`config.mk`:
```
export PLATFORM = sky130hd
export DESIGN_NAME = uart_rx_8bytes
export DESIGN_NICKNAME = d
export VERILOG_FILES = /design/src/rtl/uart_rx_8bytes.sv
export SDC_FILE = /design/constraint.sdc
export NUM_CORES = 1
export LEC_CHECK = 0
export ABC_AREA = 0
export CORE_ASPECT_RATIO = 1.2
export CORE_MARGIN = 2
export CORE_UTILIZATION = 40
export CTS_CLUSTER_DIAMETER = 30
export DETAILED_ROUTE_END_ITERATION = 8
export RECOVER_POWER = 25
export SLEW_MARGIN = 15
export SYNTH_ARGS = -nofsm -noshare
export SYNTH_HDL_FRONTEND = slang
export SYNTH_SLANG_ARGS = --single-unit
export TNS_END_PERCENT = 1
```
`constraint.sdc`:
```
create_clock -name clk -period 5.3 [get_ports clk]
set_input_delay 1.59 -clock clk [delete_from_list [all_inputs] [get_ports clk]]
set_output_delay 1.59 -clock clk [all_outputs]
set_load 0.05 [all_outputs]
```
`src/rtl/uart_rx_8bytes.sv`:
```
// uart_rx_8bytes
//   Oversampling 8N1 UART receiver and the receiving end of the 8-byte frame
//   link. Each received byte is stored in a small buffer at its position in
//   the frame. Frame completion, bad stop bits and inter-byte timeouts are
//   reported as single-cycle pulses.
//
// Parameters
//   OVS      clk cycles per bit (even, 4..64)
//   BYTES    bytes per frame (1..8)
//   TIMEOUT  idle clk cycles allowed between bytes of one frame
//
// Ports
//   clk         sampling clock, OVS x bit rate
//   reset       synchronous, active-low
//   rx          asynchronous serial line, idle high
//   byte_data   last received byte
//   byte_valid  pulse: byte_data/byte_idx valid
//   byte_idx    frame position of that byte
//   frame_done  pulse with the valid of the last byte of a frame
//   frame_err   pulse on a bad stop bit
//   timeout     pulse when a partial frame is discarded
//   busy        high while a byte (or a break) is in progress
//   rd_addr     buffer read address
//   rd_data     buffer read data, one cycle after rd_addr
module uart_rx_8bytes #(
  parameter int OVS     = 16,
  parameter int BYTES   = 8,
  parameter int TIMEOUT = 4096
) (
  input  logic       clk,
  input  logic       reset,
  input  logic       rx,
  output logic [7:0] byte_data,
  output logic       byte_valid,
  output logic [2:0] byte_idx,
  output logic       frame_done,
  output logic       frame_err,
  output logic       timeout,
  output logic       busy,
  input  logic [2:0] rd_addr,
  output logic [7:0] rd_data
);

  localparam int CW  = $clog2(OVS);
  localparam int TCW = $clog2(TIMEOUT + 1);

  localparam logic [CW-1:0]  HALF_LAST = CW'(OVS / 2 - 1);
  localparam logic [CW-1:0]  BIT_LAST  = CW'(OVS - 1);
  localparam logic [TCW-1:0] TO_LAST   = TCW'(TIMEOUT - 1);
  localparam logic [2:0]     IDX_LAST  = 3'(BYTES - 1);

  localparam logic [2:0] S_IDLE  = 3'd0;
  localparam logic [2:0] S_START = 3'd1;
  localparam logic [2:0] S_DATA  = 3'd2;
  localparam logic [2:0] S_STOP  = 3'd3;
  localparam logic [2:0] S_BREAK = 3'd4;

  logic [2:0]     state;
  logic           rx_m;
  logic           rx_s;
  logic           rx_prev;
  logic [CW-1:0]  cnt;
  logic [2:0]     bitn;
  logic [7:0]     shreg;
  logic [2:0]     idx;
  logic [TCW-1:0] tcnt;
  logic [7:0]     mem [8];
  logic           start_edge;
  logic           wr_en;

  // Two-flop synchroniser for the asynchronous line, plus one extra stage of
  // history so a falling edge can be recognised. All reset to the idle level
  // so a line that is low out of reset is not mistaken for a start bit.
  always_ff @(posedge clk) begin
    if (!reset) begin
      rx_m    <= 1'b1;
      rx_s    <= 1'b1;
      rx_prev <= 1'b1;
    end else begin
      rx_m    <= rx;
      rx_s    <= rx_m;
      rx_prev <= rx_s;
    end
  end

  // First low cycle after a high one; only acted upon in IDLE.
  assign start_edge = rx_prev & ~rx_s;

  // A good stop bit stores the assembled byte. Gating with reset keeps a
  // reset that lands on the stop sample from writing the buffer.
  assign wr_en = reset && (state == S_STOP) && (cnt == BIT_LAST) && rx_s;

  assign busy = (state != S_IDLE);

  // Receive state machine. The bit counter is cleared once at the start edge
  // and then free-runs in whole-bit steps, so every sample lands mid-bit
  // without re-synchronising inside a byte. The inter-byte timeout counter
  // lives here too because it shares the start edge and idx.
  always_ff @(posedge clk) begin
    if (!reset) begin
      state      <= S_IDLE;
      cnt        <= '0;
      bitn       <= '0;
      shreg      <= '0;
      idx        <= '0;
      tcnt       <= '0;
      byte_data  <= '0;
      byte_idx   <= '0;
      byte_valid <= 1'b0;
      frame_done <= 1'b0;
      frame_err  <= 1'b0;
      timeout    <= 1'b0;
    end else begin
      byte_valid <= 1'b0;
      frame_done <= 1'b0;
      frame_err  <= 1'b0;
      timeout    <= 1'b0;
      case (state)
        S_IDLE: begin
          if (start_edge) begin
            state <= S_START;
            cnt   <= '0;
            bitn  <= '0;
            tcnt  <= '0;
          end else if (idx != 3'd0) begin
            if (tcnt == TO_LAST) begin
              tcnt    <= '0;
              idx     <= '0;
              timeout <= 1'b1;
            end else begin
              tcnt <= tcnt + TCW'(1);
            end
          end
        end
        S_START: begin
          if (cnt == HALF_LAST) begin
            cnt   <= '0;
            state <= rx_s ? S_IDLE : S_DATA;
          end else begin
            cnt <= cnt + CW'(1);
          end
        end
        S_DATA: begin
          if (cnt == BIT_LAST) begin
            cnt   <= '0;
            shreg <= {rx_s, shreg[7:1]};
            bitn  <= bitn + 3'd1;
            if (bitn == 3'd7) state <= S_STOP;
          end else begin
            cnt <= cnt + CW'(1);
          end
        end
        S_STOP: begin
          if (cnt == BIT_LAST) begin
            cnt <= '0;
            if (rx_s) begin
              byte_data  <= shreg;
              byte_idx   <= idx;
              byte_valid <= 1'b1;
              if (idx == IDX_LAST) begin
                frame_done <= 1'b1;
                idx        <= '0;
              end else begin
                idx <= idx + 3'd1;
              end
              state <= S_IDLE;
            end else begin
              frame_err <= 1'b1;
              idx       <= '0;
              state     <= S_BREAK;
            end
          end else begin
            cnt <= cnt + CW'(1);
          end
        end
        S_BREAK: begin
          if (rx_s) state <= S_IDLE;
        end
        default: state <= S_IDLE;
      endcase
    end
  end

  // Frame buffer write. Contents deliberately survive reset so a consumer
  // can still read the last frame after a reset.
  always_ff @(posedge clk) begin
    if (wr_en) mem[idx] <= shreg;
  end

  // Registered read port; a same-cycle write to rd_addr returns old data.
  always_ff @(posedge clk) begin
    if (!reset) rd_data <= '0;
    else        rd_data <= mem[rd_addr];
  end

endmodule

```
==> reports/qor.yml <==
outcome:
  outcome: "completed"
floorplan:
  fp.dieArea_um2: 13500
  fp.coreArea_um2: 12200
  fp.dieW_um: 107
  initial_core_util_pct: 41.3
  fp.dieH_um: 127
  num_rows: 44
  io_pins: 30
clock_tree:
  cts_root_buffer: "clkbuf_16"
  cts.sinks: 124
  postCtsHoldBufs: 0
  post_cts_buffers: 0
  clk_latency_ns: 0.40
  clock_path_buffers: 2
  cts_resized: 0
  numCtsBuffers: 17
  cts_tree: "done"
  clk_pin_slew_ns: 0.05
  htree_levels: 4
worst_setup_path:
  critPathArrivalTime_ns: 2.23
  required_ns: 3.71
  timing.rr.end: "mem[2][5]"
  rrSetupSlack_ns: 2.57
  critPathKind: "reg2out"
  worst_setup_path_start_kind: "flop"
  rr_worst_depth: 6
  cp-end-kind: "output port"
  reg2reg_from: "cnt[0]"
  cp_max_fo: 19
sta:
  maxSlewViolCount: 0
  rsz0062_at_grt: "no"
  min_period_over_period_pct: 72.1
  hold_viol_final: 0
  setup_viol: 0
  fin_setup_tns_ns: 0
  hold_ws_ns: 0.414
  min_period_ns: 3.82
  tightest_slew_ns: 1.01
  slew_headroom_pct: 31.9
  fmax_ghz: 0.262
  skew_ns: 0.00775
yosys:
  synth_area_leaders: "edfxtp_1 38%, dfxtp_1 24%, mux4_2 7.1%"
  netlist.area_leader.share_pct: 38.0
  async_flop_share_pct: 0
  yosysMostFrequentCell: "edfxtp_1"
  synthTopCellsByCount: "64 x edfxtp_1, 60 x dfxtp_1, 60 x nand2_1"
  yosysTopAreaCell: "edfxtp_1"
  synth.distinct_cells: 53
  netlist_area_um2: 5050
  postSynthCellCount: 418
  ys_ff_latch: 124
  synth-edff-count: 64
  avgSynthCellArea_um2: 12.1
  syn-num-nets: 431
  ys.flop_type: "edfxtp_1"
  seq_area_frac_synth_pct: 61.8
  ys_warn_count: 0
placement:
  numPortBuffers: 29
  dp_hpwl_um: 6700
  place_congestion: 0.764
  dp.cells: 591
route:
  routed-wl-met2_um: 5440
  detail_route.wl_per_cell_um: 16.4
  detail-route-antenna-nets: 0
  vias: 3342
  wl_met3_um: 364
  first_pass_iters: 5
  drt-met1-wl_um: 4340
  top_layer: "met4"
  drt_wl_total_um: 10200
  dr.first_iter.drc_count: 258
  drt_drc_violations_left: 0
  via_per_inst: 5.36
finish:
  synthToLayoutAreaGrowth_pct: 19.6
  drive_gt1_share_pct: 12.6
  fin_cells: 623
  num-fill-cells: 1103
  diodes: 0
  fin_nets: 462
  final_core_util_pct: 49.4
global_routing:
  grt_pass1_wl_um: 16800
  antenna_found_initial: 0
  grt_max_degree: 46
  overflow: 0
  grt_pass1_vias: 3320
  gr-usage-all-layers_pct: 16.2
hold_path:
  min_path_cells: 1
  hp-start: "rx_m"
  whs_endpoint: "rx_s"
  min_path_type: "reg2reg"
job:
  cap_violations: 0
power_and_ir_drop:
  powerDensity_nw_per_um2: 360
  peakVddDrop_v: 0.000197
  p_leak_nw: 2.02
[layout by cell type (no fill, tap or decap), types with 2 or more instances in the layout]
| cell | instances |
|---|---|
| edfxtp_1 | 64 |
| nand2_1 | 60 |
| dfxtp_1 | 60 |
| a21oi_1 | 33 |
| clkdlybuf4s50_1 | 29 |
| nor2_1 | 28 |
| nand3_1 | 22 |
| clkbuf_16 | 17 |
| mux4_2 | 16 |
| mux2i_1 | 12 |
| nor3_1 | 11 |
| inv_1 | 9 |
| nand2b_1 | 8 |
| o21ai_0 | 8 |
| nand4_1 | 7 |
| ha_1 | 7 |
| buf_4 | 6 |
| and3_1 | 5 |
| a31oi_1 | 4 |
| clkinv_2 | 4 |
| nor3b_1 | 3 |
| clkinv_1 | 3 |
| clkbuf_1 | 3 |
| nor4_1 | 2 |
| or4_1 | 2 |
| nor2b_1 | 2 |
| a21o_1 | 2 |
| nand4b_1 | 2 |
| and2_1 | 2 |
| or3_1 | 2 |
| clkbuf_8 | 2 |
| bufinv_16 | 2 |
[registers in the layout (all words and copies together) (netlist names), 3 cells and up]
signal,count
cnt,4
byte_data,8
shreg,8
bitn,3
byte_idx,3
rd_data,8
mem,64
idx,3
tcnt,13
state,3
[cell families (layout without fill, tap and decap cells)]
kind of cell	count (synthesis)	count (layout)	synth area share, %
AOI/OAI and AO/OA	59	59	7.11
muxes	29	29	9.74
and+or+nand+nor	165	165	16.3
DFF	124	124	61.8
buffers and inverters	33	77	3.07
xor gates and xnor gates	1	1	0.173
adders and majority gates	7	7	1.73
[layer usage]
metal	up-vias	track usage [%]
met3	7	5.00
met2	54	27.5
li1	1609	-
met5	-	0
met4	0	5.35
met1	1672	19.8
[per-stage QoR]
step / cell area [um2] / power (W) / worst slack (ns)
floorplan: 5050 / 0.00109 / 2.36
global placement: 5480 / 0.00111 / 1.45
detailed placement: 5480 / 0.00111 / 1.33
CTS: 6040 / 0.00220 / 1.46
global route: 6040 / 0.00225 / 1.37
finish: 6040 / 0.00218 / 1.48
[area by class of cell]
cell class	instances	area [um2]	share of cell area, %
clock buffer	22	464	7.69
clock inverter	10	98.8	1.64
inverter	10	37.5	0.622
multi-input combinational	261	1780	29.5
sequential	124	3120	51.7
tap	161	201	3.34
timing repair buffer	35	335	5.55
[worst max-delay path, cell delays in order (launching register included)]
cell and delay (ns):
dfxtp_1 0.69, or3_4 0.31, clkdlybuf4s50_1 0.82
[worst max-delay path by stage]
stage / from / to / slack [ns] / cells past startpoint
finish: state[2] / busy / 1.48 / 2
global route: state[2] / busy / 1.37 / 2
CTS: state[2] / busy / 1.46 / 2
detailed placement: reset / mem[2][5] / 1.33 / 3
global placement: reset / mem[2][5] / 1.45 / 3
floorplan: reset / mem[0][0] / 2.36 / 2
[power by group]
part           leakage (nW)  switching, W  internal (W)
logic                 0.666     0.0000471     0.0000309
clock network         0.276      0.000381      0.000707
registers              1.08    0.00000351       0.00101
total                  2.02      0.000431       0.00174
Power figures use the tool's default switching activity.
